## src/rtl/hmi_pkg.sv

```systemverilog
// Shared HMI constants: decoder opcodes, response frame headers and the
// hmi_tx state encoding.
package hmi_pkg;

    localparam logic [1:0] OP_CMD     = 2'b01;
    localparam logic [1:0] OP_ADDR    = 2'b10;
    localparam logic [1:0] OP_SEL     = 2'b11;

    localparam logic [1:0] HDR_READ   = 2'b10;
    localparam logic [7:0] HDR_STATUS = 8'hC0;

    typedef enum logic [2:0] {
        ST_IDLE,
        ST_FETCH,
        ST_LOAD,
        ST_STROBE,
        ST_GAP
    } hmi_tx_state_e;

endpackage

```

## src/rtl/hmi_strobe_timer.sv

```systemverilog
// Phase timer for the byte handshake: loads the strobe or gap length and
// flags the final cycle of the phase.
module hmi_strobe_timer #(
    parameter int STROBE_LEN = 4,
    parameter int GAP_LEN    = 4
) (
    input  logic i_clk,
    input  logic i_res,
    input  logic i_load_strobe,
    input  logic i_load_gap,
    output logic o_done
);

    localparam int MAX_LEN = (STROBE_LEN > GAP_LEN) ? STROBE_LEN : GAP_LEN;
    localparam int CNT_W   = $clog2(MAX_LEN);

    logic [CNT_W-1:0] r_cnt;

    // Loaded with LEN-1 so the counter never holds LEN and cannot wrap.
    always_ff @(posedge i_clk) begin
        if (i_res) begin
            r_cnt <= '0;
        end else if (i_load_strobe) begin
            r_cnt <= CNT_W'(STROBE_LEN - 1);
        end else if (i_load_gap) begin
            r_cnt <= CNT_W'(GAP_LEN - 1);
        end else if (r_cnt != '0) begin
            r_cnt <= r_cnt - CNT_W'(1);
        end
    end

    assign o_done = (r_cnt == '0);

endmodule

```

## src/rtl/hmi_tx.sv

```systemverilog
// HMI response transmitter: fetches a register word (or takes the status
// byte) and returns it to the host as a header-framed strobed byte stream.
module hmi_tx
    import hmi_pkg::*;
#(
    parameter int DATA_BYTES = 4,
    parameter int STROBE_LEN = 4,
    parameter int GAP_LEN    = 4
) (
    input  logic                    i_clk,
    input  logic                    i_res,
    input  logic                    i_read,
    input  logic [5:0]              i_address,
    input  logic                    i_send_status,
    input  logic [7:0]              i_status,
    input  logic                    i_fpga_sel,
    output logic                    o_rd_en,
    output logic [5:0]              o_rd_addr,
    input  logic [8*DATA_BYTES-1:0] i_rd_data,
    output logic [7:0]              o_dout,
    output logic                    o_dout_rdy,
    output logic                    o_dout_oe,
    output logic                    o_busy,
    output logic                    o_overrun,
    input  logic                    i_clr_ovr
);

    if (DATA_BYTES < 1 || DATA_BYTES > 4 || STROBE_LEN < 2 || GAP_LEN < 2) begin : g_bad_params
        $error("hmi_tx: DATA_BYTES must be 1..4, STROBE_LEN and GAP_LEN at least 2");
    end

    localparam int         FW      = 8 * (DATA_BYTES + 1);
    localparam logic [2:0] LAST_RD = 3'(DATA_BYTES);

    hmi_tx_state_e r_state, w_state_nxt;

    logic [5:0]    r_rd_addr;
    logic [7:0]    r_status;
    logic          r_is_status;
    logic          r_oe;
    logic [FW-1:0] r_frame;
    logic [7:0]    r_dout;
    logic [2:0]    r_idx;
    logic          r_ovr;

    logic          w_idle, w_acc_rd, w_acc_st, w_drop;
    logic          w_done, w_last, w_enter_gap, w_phase_end, w_enter_strobe;
    logic [FW-1:0] w_frame_load, w_frame_src;

    assign w_idle   = (r_state == ST_IDLE);
    assign w_acc_rd = w_idle && i_fpga_sel && i_read;
    assign w_acc_st = w_idle && i_fpga_sel && i_send_status && !i_read;
    // Deselected idle requests are not ours to answer, so they never count as drops.
    assign w_drop   = (!w_idle && (i_read || i_send_status)) ||
                      (w_idle && i_fpga_sel && i_read && i_send_status);

    assign w_last         = (r_idx == (r_is_status ? 3'd1 : LAST_RD));
    assign w_enter_gap    = (r_state == ST_STROBE) && w_done;
    assign w_phase_end    = (r_state == ST_GAP) && w_done;
    assign w_enter_strobe = (r_state == ST_LOAD) || (w_phase_end && !w_last);

    assign w_frame_load = r_is_status ? (FW'({HDR_STATUS, r_status}) << (FW - 16))
                                      : {HDR_READ, r_rd_addr, i_rd_data};
    assign w_frame_src  = (r_state == ST_LOAD) ? w_frame_load : r_frame;

    hmi_strobe_timer #(
        .STROBE_LEN (STROBE_LEN),
        .GAP_LEN    (GAP_LEN)
    ) u_timer (
        .i_clk         (i_clk),
        .i_res         (i_res),
        .i_load_strobe (w_enter_strobe),
        .i_load_gap    (w_enter_gap),
        .o_done        (w_done)
    );

    always_ff @(posedge i_clk) begin
        if (i_res) r_state <= ST_IDLE;
        else       r_state <= w_state_nxt;
    end

    always_comb begin
        w_state_nxt = r_state;
        case (r_state)
            ST_IDLE: begin
                if (w_acc_rd)      w_state_nxt = ST_FETCH;
                else if (w_acc_st) w_state_nxt = ST_LOAD;
            end
            ST_FETCH:  w_state_nxt = ST_LOAD;
            ST_LOAD:   w_state_nxt = ST_STROBE;
            ST_STROBE: if (w_done) w_state_nxt = ST_GAP;
            ST_GAP:    if (w_done) w_state_nxt = w_last ? ST_IDLE : ST_STROBE;
            default:   w_state_nxt = ST_IDLE;
        endcase
    end

    always_ff @(posedge i_clk) begin
        if (i_res) begin
            r_rd_addr   <= '0;
            r_status    <= '0;
            r_is_status <= 1'b0;
            r_oe        <= 1'b0;
            r_frame     <= '0;
            r_dout      <= '0;
            r_idx       <= '0;
            r_ovr       <= 1'b0;
        end else begin
            if (w_acc_rd) begin
                r_rd_addr   <= i_address;
                r_is_status <= 1'b0;
                r_oe        <= i_fpga_sel;
            end else if (w_acc_st) begin
                r_status    <= i_status;
                r_is_status <= 1'b1;
                r_oe        <= i_fpga_sel;
            end
            // Bytes leave MSB first: present the top byte, shift the rest up.
            if (w_enter_strobe) begin
                r_dout  <= w_frame_src[FW-1 -: 8];
                r_frame <= w_frame_src << 8;
            end
            if (r_state == ST_LOAD)        r_idx <= '0;
            else if (w_phase_end && !w_last) r_idx <= r_idx + 3'd1;
            if (w_drop)         r_ovr <= 1'b1;
            else if (i_clr_ovr) r_ovr <= 1'b0;
        end
    end

    assign o_busy     = !w_idle;
    assign o_rd_en    = (r_state == ST_FETCH);
    assign o_rd_addr  = r_rd_addr;
    assign o_dout     = r_dout;
    assign o_dout_rdy = (r_state == ST_STROBE);
    assign o_dout_oe  = o_busy && r_oe;
    assign o_overrun  = r_ovr;

endmodule

```

## config.mk

```make
export PLATFORM = sky130hd
export DESIGN_NAME = hmi_tx
export DESIGN_NICKNAME = d
export VERILOG_FILES = /design/src/rtl/hmi_pkg.sv /design/src/rtl/hmi_strobe_timer.sv /design/src/rtl/hmi_tx.sv
export SDC_FILE = /design/constraint.sdc
export NUM_CORES = 1
export LEC_CHECK = 0
export ABC_AREA = 0
export CORE_ASPECT_RATIO = 0.7
export CORE_MARGIN = 5
export CORE_UTILIZATION = 50
export DETAILED_ROUTE_END_ITERATION = 12
export GPL_ROUTABILITY_DRIVEN = 0
export PLACE_DENSITY = 0.82
export SETUP_SLACK_MARGIN = 0.5
export SLEW_MARGIN = 15
export SYNTH_ARGS = -nofsm -noshare
export SYNTH_HDL_FRONTEND = slang
export SYNTH_SLANG_ARGS = --single-unit
```

## constraint.sdc

```tcl
create_clock -name i_clk -period 2.7 [get_ports i_clk]
set_input_delay 0.54 -clock i_clk [delete_from_list [all_inputs] [get_ports i_clk]]
set_output_delay 0.54 -clock i_clk [all_outputs]
set_load 0.03 [all_outputs]
```

==> results.py, run 1 <==
metrics = {
    "setup_path": {
        "endpoint_kind": "primary output",
        "cp_max_fo": 8,
        "cp.required_ps": 2160,
        "worstPathArrival_ps": 1570,
        "critPathKind": "reg -> out",
        "crit_path_start_kind": "register",
    },
    "grt": {
        "grt_usage_pct": 22.89,
        "grt_pass1_wl_um": 13440,
        "overflow": 0,
        "grt_antenna_before_repair": 0,
        "grt_start_max_net_pins": 32,
        "grt_pass1_vias": 2721,
    },
    "synthesis": {
        "async_flop_share_pct": 0,
        "yosysUniqueCellTypes": 39,
        "yosysWarnings": 0,
        "synth_edf_count": 0,
        "synth_area_per_cell_um2": 8.599,
        "ys.flop_type": "dfxtp_1",
        "ys_ff_latch": 65,
        "synth_cells": 345,
        "synth_area_um2": 2967,
        "ys_seq_area_share_pct": 43.86,
        "syn_nets": 399,
    },
    "sta": {
        "relSlewSlack_pct": 44.10,
        "setup_viol": 0,
        "finalHoldViolCount": 0,
        "clock.fmax_ghz": 0.4747,
        "rsz0062_at_grt": "false",
        "finalMaxSlewViolations": 0,
        "hold-worst-slack_ps": 470.9,
        "clock_skew_ps": 7.021,
        "fin_crit_ps": 2107,
        "worst-slew-pin-transition_ps": 837.6,
        "fin_tns_setup_ps": 0,
        "fin_crit_sh_pct": 78.03,
    },
    "clock_network": {
        "cts_made_buffers": 9,
        "clk_latency_ps": 340,
        "clkTransAtPathRegs_ps": 70,
        "root_buffer": "clkbuf_8",
        "clockBufferDepth": 2,
        "cts_tree": "done",
        "htree_levels": 3,
        "clock-sinks": 65,
        "postCtsHoldBufs": 0,
    },
    "drt": {
        "drcViolationCount": 0,
        "wl_per_cell_um": 16.87,
        "detail_route.iter0.violations": 238,
        "wirelength_um": 8233,
        "drtPass1Iterations": 5,
        "ant_nets": 0,
        "num_vias": 2794,
        "vias_per_cell": 5.725,
    },
    "floorplanning": {
        "rows": 23,
        "start_util_pct": 51.54,
        "die_y_um": 74.45,
        "die_area_um2": 7598,
        "dieWidth_um": 102.1,
        "ios": 71,
        "core_area_um2": 5756,
    },
    "power_and_ir_drop": {
        "power_leakage_nw": 1.384,
        "power.density_nw_per_um2": 617.2,
        "p_total_w": 0.002410,
        "vdd_ir_drop_max_mv": 0.2842,
    },
    "placed_design": {
        "dp_hpwl_um": 5677,
        "port_buffers": 70,
        "placed_area_um2": 3709,
    },
    "outcome": {
        "status": "complete, no violations",
    },
    "cells_and_area": {
        "stdcell_area_um2": 3905,
        "layout-drive-gt1-share_pct": 9.927,
        "nets": 462,
        "area_delta_synth_final_pct": 31.63,
        "num_antenna_cells": 0,
        "multi_input_area_um2": 1508,
        "regArea_um2": 1303,
        "n_fill_cell": 498,
        "utilization_pct": 67.85,
    },
    "hold_path": {
        "hold_path_class": "reg -> reg",
    },
    "run": {
        "drv_cap": 0,
    },
}
[flip-flops by register name, summed over array words and instances, names as in the netlist]
name           flops
r_oe               1
r_is_status        1
r_idx              3
o_dout             8
o_overrun          1
o_rd_addr          6
r_state            3
r_status           8
u_timer.r_cnt      2
r_frame           32
[final timing paths]
path	cells after the start	endpoint	start	slack, ps
setup / recovery	4	o_dout_oe	r_state[2]	590
hold reg to reg	2	r_oe	r_oe	470
setup reg to reg	4	o_dout[2]	r_state[2]	720
hold / removal	2	r_oe	r_oe	470
[Yosys cell counts, types with 6 or more instances]
master	number	area share, %
dfxtp_1	65	44
a21oi_1	27	4.6
inv_1	7	0.89
nand2_1	54	6.8
nor3_1	7	1.2
mux2i_1	13	4.4
and2_1	6	1.3
o211ai_1	37	9.4
nand3_1	10	1.7
or3_1	6	1.3
nand4_1	13	2.7
buf_2	11	1.9
clkbuf_1	13	1.6
nor2_1	24	3.0
[through the flow]
stage,std cells,setup slack (ps)
floorplan,345,941.7
global placement,472,598.6
detailed placement,472,545.0
CTS,488,420.5
global route,488,493.0
finish,488,593.2
[worst max-delay path: stages (launching register included)]
cell           delay [ps]
dfxtp_1               400
nor3_4                240
inv_2                  90
and2_1                150
dlygate4sd2_1         350
[layer usage]
| metal | global-route usage, % | vias up | share of wire, % |
|---|---|---|---|
| met5 | 0 | - | 0 |
| met4 | 6.841 | 0 | 1.2 |
| met3 | 7.216 | 13 | 8.9 |
| met2 | 33.12 | 117 | 42 |
| met1 | 32.72 | 1289 | 48 |
| li1 | - | 1375 | - |
[repair_timing]
item / 4_1_cts / 5_1_grt
gates resized for setup: 5 / 3
endpoints found under the setup margin: 4 / 2
pin swaps: 0 / 1
buffers inserted: 0 / 0
[area by class of cell]
type	instances	share of cell area, %
Clock buffer	13	3.813
Clock inverter	3	1.025
Inverter	7	0.6729
Multi-Input combinational cell	243	38.61
Sequential cell	65	33.35
Tap cell	75	2.403
Timing Repair Buffer	82	20.12
[layout by cell type (no fill, tap or decap), types with 2 or more instances in the layout]
| master | count |
|---|---|
| nor2_2 | 2 |
| dlygate4sd2_1 | 4 |
| ha_1 | 2 |
| and2_1 | 6 |
| a31oi_1 | 3 |
| nand3_1 | 10 |
| nand2_1 | 54 |
| clkbuf_1 | 3 |
| nor2b_1 | 2 |
| o21ai_0 | 4 |
| buf_4 | 12 |
| inv_1 | 6 |
| nor2_1 | 23 |
| clkdlybuf4s50_1 | 66 |
| o311a_1 | 5 |
| nor3_1 | 6 |
| dfxtp_1 | 64 |
| nor3b_2 | 2 |
| nand2b_1 | 3 |
| a211oi_1 | 5 |
| nand4_1 | 13 |
| clkbuf_8 | 10 |
| nand3b_1 | 2 |
| a21oi_1 | 27 |
| or3_1 | 6 |
| o211ai_1 | 37 |
| mux2i_1 | 13 |
| clkinv_2 | 2 |
| a2111oi_2 | 5 |
[logic make-up after synthesis]
| group | share of synthesized area (%) |
|---|---|
| AOI/OAI and AO/OA | 22.86 |
| and+or+nand+nor | 22.27 |
| muxes | 4.386 |
| buffers and inverters | 5.778 |
| adders and majority gates | 0.8434 |
| DFF | 43.86 |
[report_power, final]
| part | internal [W] | leakage, nW | total, W | switching [W] |
|---|---|---|---|---|
| Clock | 0.000450 | 0.0974 | 0.000811 | 0.000361 |
| Combinational | 0.000233 | 0.756 | 0.000495 | 0.000263 |
| Sequential | 0.00105 | 0.530 | 0.00110 | 0.0000581 |
| Total | 0.00173 | 1.38 | 0.00241 | 0.000682 |
No activity file was read; power rests on OpenSTA's default activity.
==> run 2, diff against run 1 <==
--- a/config.mk
+++ b/config.mk
@@ -8,10 +8,10 @@
 export ABC_AREA = 0
 export CORE_ASPECT_RATIO = 0.7
 export CORE_MARGIN = 5
-export CORE_UTILIZATION = 50
+export CORE_UTILIZATION = 45
 export DETAILED_ROUTE_END_ITERATION = 12
 export GPL_ROUTABILITY_DRIVEN = 0
-export PLACE_DENSITY = 0.82
+export PLACE_DENSITY = 0.78
 export SETUP_SLACK_MARGIN = 0.5
 export SLEW_MARGIN = 15
 export SYNTH_ARGS = -nofsm -noshare
==> constraint.sdc (replaced) <==
create_clock -name i_clk -period 1.8 [get_ports i_clk]
set_input_delay 0.36 -clock i_clk [delete_from_list [all_inputs] [get_ports i_clk]]
set_output_delay 0.36 -clock i_clk [all_outputs]
set_load 0.03 [all_outputs]
==> results.py, run 2 (synthesized netlist as in run 1, its figures left out) <==
metrics = {
    "outcome": {
        "status": "complete, no violations",
    },
    "grt": {
        "grt_usage_pct": 24.48,
        "grt_antenna_before_repair": 0,
        "grt_pass1_vias": 3144,
        "grt_start_max_net_pins": 35,
        "overflow": 0,
        "grt_pass1_wl_um": 16130,
    },
    "cells_and_area": {
        "largest_reg_flops": 32,
        "layout-drive-gt1-share_pct": 33.41,
        "nets": 510,
        "final_cell_mix": "dfxtp_1, clkdlybuf4s50_1, nand2_1",
        "layout_commonest_cell": "dfxtp_1",
        "num_antenna_cells": 0,
        "regMostFlops": "r_frame",
        "area_delta_synth_final_pct": 61.79,
    },
    "setup_path": {
        "endpoint_kind": "register",
        "slowest_stage": "dfxtp_1",
        "crit_chain": "inv_1 > ha_1 > nand2_4 > buf_4 > nor2_4 > buf_12 > o211ai_1",
        "worstPathArrival_ps": 1960,
        "critPathKind": "reg -> reg",
        "cp.required_ps": 2040,
        "slowest_delay_ps": 350,
        "path_delay_family": "buffers and inverters",
        "critPathBufInv": 3,
        "crit_path_start_kind": "register",
        "cp_max_fo": 10,
    },
    "sta": {
        "setup_viol": 0,
        "rsz0062_at_grt": "true",
        "layout_setup_ws_ps": 75.92,
        "relSlewSlack_pct": 71.29,
        "clock.fmax_ghz": 0.5800,
        "worst-slew-pin-transition_ps": 428.0,
        "fin_crit_sh_pct": 95.78,
        "finalHoldViolCount": 0,
        "fin_tns_setup_ps": 0,
        "clock_skew_ps": 10.45,
        "finalMaxSlewViolations": 0,
        "fin_crit_ps": 1724,
    },
    "drt": {
        "detail_route.iter0.violations": 477,
        "drcViolationCount": 0,
        "wl_per_cell_um": 21.50,
        "ant_nets": 0,
        "num_vias": 3371,
        "drtPass1Iterations": 7,
        "vias_per_cell": 6.254,
        "wirelength_um": 11590,
    },
    "placed_design": {
        "port_buffers": 70,
        "dp_hpwl_um": 6022,
        "preCtsSetupSlack_ps": 47.16,
    },
    "floorplanning": {
        "die_y_um": 77.93,
        "core_area_um2": 6306,
        "start_util_pct": 47.04,
        "dieWidth_um": 107.0,
        "rows": 24,
        "die_area_um2": 8342,
        "ios": 71,
    },
    "clock_network": {
        "clk_latency_ps": 360,
        "clockBufferDepth": 2,
        "cts_made_buffers": 9,
        "htree_levels": 3,
        "postCtsHoldBufs": 0,
        "clock-sinks": 65,
        "cts_tree": "done",
        "root_buffer": "clkbuf_8",
        "clkTransAtPathRegs_ps": 90,
    },
    "hold_path": {
        "hold_path_class": "reg -> reg",
    },
    "power_and_ir_drop": {
        "power_leakage_nw": 1.788,
        "power.density_nw_per_um2": 862.2,
        "vdd_ir_drop_max_mv": 0.4527,
    },
    "run": {
        "drv_cap": 0,
    },
}
[run 2: cell count changes in the layout (fill, tap and decap cells not counted), moves of 8 or more]
cell and delta:
buf_4 +28, buf_6 +17, clkdlybuf4s50_1 -15, a21oi_1 -11, a21oi_2 +11, buf_12 +9
nand2_1 -8
[run 2: worst paths after layout]
kind | from | cells after the start | slack, ps | end
setup / recovery | u_timer.r_cnt[1] | 7 | 80 | r_frame[21]
hold / removal | o_rd_addr[3] | 2 | 480 | o_rd_addr[3]
setup reg to reg | u_timer.r_cnt[1] | 7 | 80 | r_frame[21]
hold reg to reg | o_rd_addr[3] | 2 | 480 | o_rd_addr[3]
[run 2: layout make-up]
type / instances / area [µm²]
flip-flops and latches: 65 / 1318
well taps: 78 / 97.59
fillers: 417 / 1506
repair buffers: 127 / 1310
inverters: 7 / 28.78
clock inverters: 6 / 72.57
multi-input cells: 246 / 1824
clock buffers: 10 / 148.9
[run 2: layer usage]
layer	share of wire (%)	vias to the layer above	GRT usage [%]
li1	-	1485	-
met1	41	1562	33.10
met2	45	275	36.08
met3	11	49	9.701
met4	3.4	0	7.152
met5	0	-	0
[run 2: what timing repair did]
item | 4_1_cts | 5_1_grt
pin swaps | 8 | 27
resized for setup | 103 | 66
buffers inserted | 22 | 12
hold endpoints to repair | 0 | 0
cloned | 6 | 2
endpoints found under the setup margin | 81 | 76
[run 2: where the power goes]
group | internal, W | switching, W
registers | 0.00157 | 0.000110
logic | 0.000490 | 0.000574
clock network | 0.000738 | 0.000658
total | 0.00280 | 0.00134
[run 2: worst min-delay path: stages, from the launching register on]
cell     delay [ps]
dfxtp_2         330
nand2_1          70
a21oi_2          50
[run 2: metrics by stage]
stage                     area, µm²  util [%]  cells  hold WS [ps]  total power, W
after floorplan                3129         -    345         441.8        0.002182
after global routing           4800     76.11    539         498.9        0.004260
after CTS                      4407     69.88    525         479.4        0.003900
after global placement         3891     61.71    481         454.5        0.002487
after detailed placement       3891     61.71    481         468.5        0.002508
final                          4800     76.11    539         477.6        0.004138
==> run 3, diff against run 2 <==
--- a/config.mk
+++ b/config.mk
@@ -5,13 +5,12 @@
 export SDC_FILE = /design/constraint.sdc
 export NUM_CORES = 1
 export LEC_CHECK = 0
-export ABC_AREA = 0
 export CORE_ASPECT_RATIO = 0.7
 export CORE_MARGIN = 5
-export CORE_UTILIZATION = 45
+export CORE_UTILIZATION = 50
 export DETAILED_ROUTE_END_ITERATION = 12
 export GPL_ROUTABILITY_DRIVEN = 0
-export PLACE_DENSITY = 0.78
+export PLACE_DENSITY = 0.82
 export SETUP_SLACK_MARGIN = 0.5
 export SLEW_MARGIN = 15
 export SYNTH_ARGS = -nofsm -noshare
==> constraint.sdc (replaced) <==
create_clock -name i_clk -period 2.22 [get_ports i_clk]
set_input_delay 0.444 -clock i_clk [delete_from_list [all_inputs] [get_ports i_clk]]
set_output_delay 0.444 -clock i_clk [all_outputs]
set_load 0.03 [all_outputs]
==> results.py, run 3 (synthesized netlist as in run 1, its figures left out) <==
metrics = {
    "power_and_ir_drop": {
        "swShare_pct": 29.12,
        "comb_power_share_pct": 22.2,
        "p_seq_share_pct": 44.6,
        "p_switching_w": 0.0008749,
        "clockPowerShare_pct": 33.2,
        "cellInternalPower_w": 0.002130,
        "vdd_ir_drop_max_mv": 0.3143,
        "p_total_w": 0.003005,
        "power_leakage_nw": 1.564,
        "power.density_nw_per_um2": 728.6,
    },
    "cells_and_area": {
        "fin_cells": 504,
        "n_fill_cell": 444,
        "largest_reg_flops": 32,
        "multi_input_area_um2": 1549,
        "nets": 478,
        "area_delta_synth_final_pct": 39.01,
        "layout-drive-gt1-share_pct": 16.78,
        "regMostFlops": "r_frame",
        "regArea_um2": 1308,
        "layout_commonest_cell": "dfxtp_1",
        "final_cell_mix": "dfxtp_1, nand2_1, clkdlybuf4s50_1",
        "num_antenna_cells": 0,
    },
    "sta": {
        "relSlewSlack_pct": 64.56,
        "clock.fmax_ghz": 0.5710,
        "finalHoldViolCount": 0,
        "finalMaxSlewViolations": 0,
        "hold-worst-slack_ps": 477.6,
        "setup_viol": 0,
        "worst-slew-pin-transition_ps": 529.6,
        "fin_crit_sh_pct": 78.89,
        "fin_tns_setup_ps": 0,
        "fin_crit_ps": 1751,
        "clock_skew_ps": 7.041,
        "rsz0062_at_grt": "true",
    },
    "setup_path": {
        "endpoint_kind": "register",
        "critPathKind": "reg -> reg",
        "worstPathArrival_ps": 1970,
        "crit_chain": "or3b_4 > a21oi_4 > buf_4 > nor2_4 > o311a_1",
        "cp.required_ps": 2440,
        "cp_max_fo": 19,
        "critPathBufInv": 1,
        "path_delay_family": "compound AO/OA/AOI/OAI gates",
        "slowest_stage": "or3b_4",
        "slowest_delay_ps": 420,
        "crit_path_start_kind": "register",
    },
    "clock_network": {
        "clockBufferDepth": 2,
        "cts_made_buffers": 9,
        "clkTransAtPathRegs_ps": 70,
        "postCtsHoldBufs": 0,
        "clock-sinks": 65,
        "clk_latency_ps": 350,
        "root_buffer": "clkbuf_8",
        "cts_tree": "done",
        "htree_levels": 3,
    },
    "drt": {
        "detail_route.iter0.violations": 267,
        "wirelength_um": 8939,
        "wl_per_cell_um": 17.74,
        "drtPass1Iterations": 5,
        "ant_nets": 0,
        "vias_per_cell": 5.895,
        "num_vias": 2971,
        "drcViolationCount": 0,
    },
    "grt": {
        "grt_antenna_before_repair": 0,
        "grt_pass1_wl_um": 13310,
        "grt_start_max_net_pins": 32,
        "grt_pass1_vias": 2690,
        "grt_usage_pct": 22.46,
        "overflow": 0,
    },
    "floorplanning": {
        "start_util_pct": 51.54,
        "ios": 71,
        "die_y_um": 74.45,
        "rows": 23,
        "dieWidth_um": 102.1,
        "core_area_um2": 5756,
        "die_area_um2": 7598,
    },
    "hold_path": {
        "hold_path_class": "reg -> reg",
    },
    "placed_design": {
        "port_buffers": 70,
        "dp_hpwl_um": 5752,
        "dpl.cell_count": 475,
    },
    "outcome": {
        "status": "complete, no violations",
    },
    "run": {
        "drv_cap": 0,
    },
}
[run 3: changes by cell type in the layout (fill, tap and decap cells not counted), sizes merged]
cell | previous run | this run
dlygate4sd2 | 0 | 15
clkinvlp | 1 | 2
nand2 | 56 | 55
buf | 74 | 31
inv | 9 | 7
a21o | 3 | 1
[run 3: timing repair]
item | CTS | global route
setup endpoints to repair | 60 | 48
resized for setup | 43 | 33
endpoints found under the hold margin | 0 | 0
gates cloned | 0 | 2
setup buffers | 2 | 9
pin swaps | 2 | 3
[run 3: final timing paths]
| check | start | end | slack, ps | cells after the start |
|---|---|---|---|---|
| max | r_idx[2] | r_frame[32] | 470 | 5 |
| min | o_rd_addr[1] | o_rd_addr[1] | 480 | 2 |
| max reg2reg | r_idx[2] | r_frame[32] | 470 | 5 |
| min reg2reg | o_rd_addr[1] | o_rd_addr[1] | 480 | 2 |
[run 3: final cells by class]
class / count / area share [%]
Clock buffer: 11 / 3.428
Clock inverter: 5 / 1.335
Inverter: 7 / 0.6371
Multi-Input combinational cell: 243 / 37.56
Sequential cell: 65 / 31.70
Tap cell: 75 / 2.275
Timing Repair Buffer: 98 / 23.06
[run 3: per-stage QoR]
stage	instance area (µm²)	setup slack (ps)	util, %
floorplan	2967	555.3	-
global placement	3731	291.4	64.83
detailed placement	3731	254.4	64.83
CTS	3929	451.2	68.26
global route	4124	434.9	71.65
finish	4124	468.7	71.65
[run 3: routing by layer]
| layer | routed length [µm] | global-route usage (%) | vias to the layer above |
|---|---|---|---|
| li1 | - | - | 1407 |
| met1 | 3984 | 32.54 | 1416 |
| met2 | 3957 | 33.19 | 132 |
| met3 | 863 | 7.404 | 16 |
| met4 | 133 | 3.785 | 0 |
| met5 | 0 | 0 | - |
[run 3: worst min-delay path, delay by kind of cell, from the launching register on]
kind               cells  cell delay [ps]
AOI/OAI and AO/OA      1               50
and+or+nand+nor        1               60
DFF                    1              320
[run 3: power groups by stage]
stage	registers (W)	clock network, W	logic (W)
2_1_floorplan	0.00137	0	0.000348
3_3_place_gp	0.00135	0	0.000595
3_5_place_dp	0.00136	0	0.000611
4_1_cts	0.00133	0.00100	0.000602
5_1_grt	0.00135	0.00105	0.000728
6_report	0.00134	0.000998	0.000668
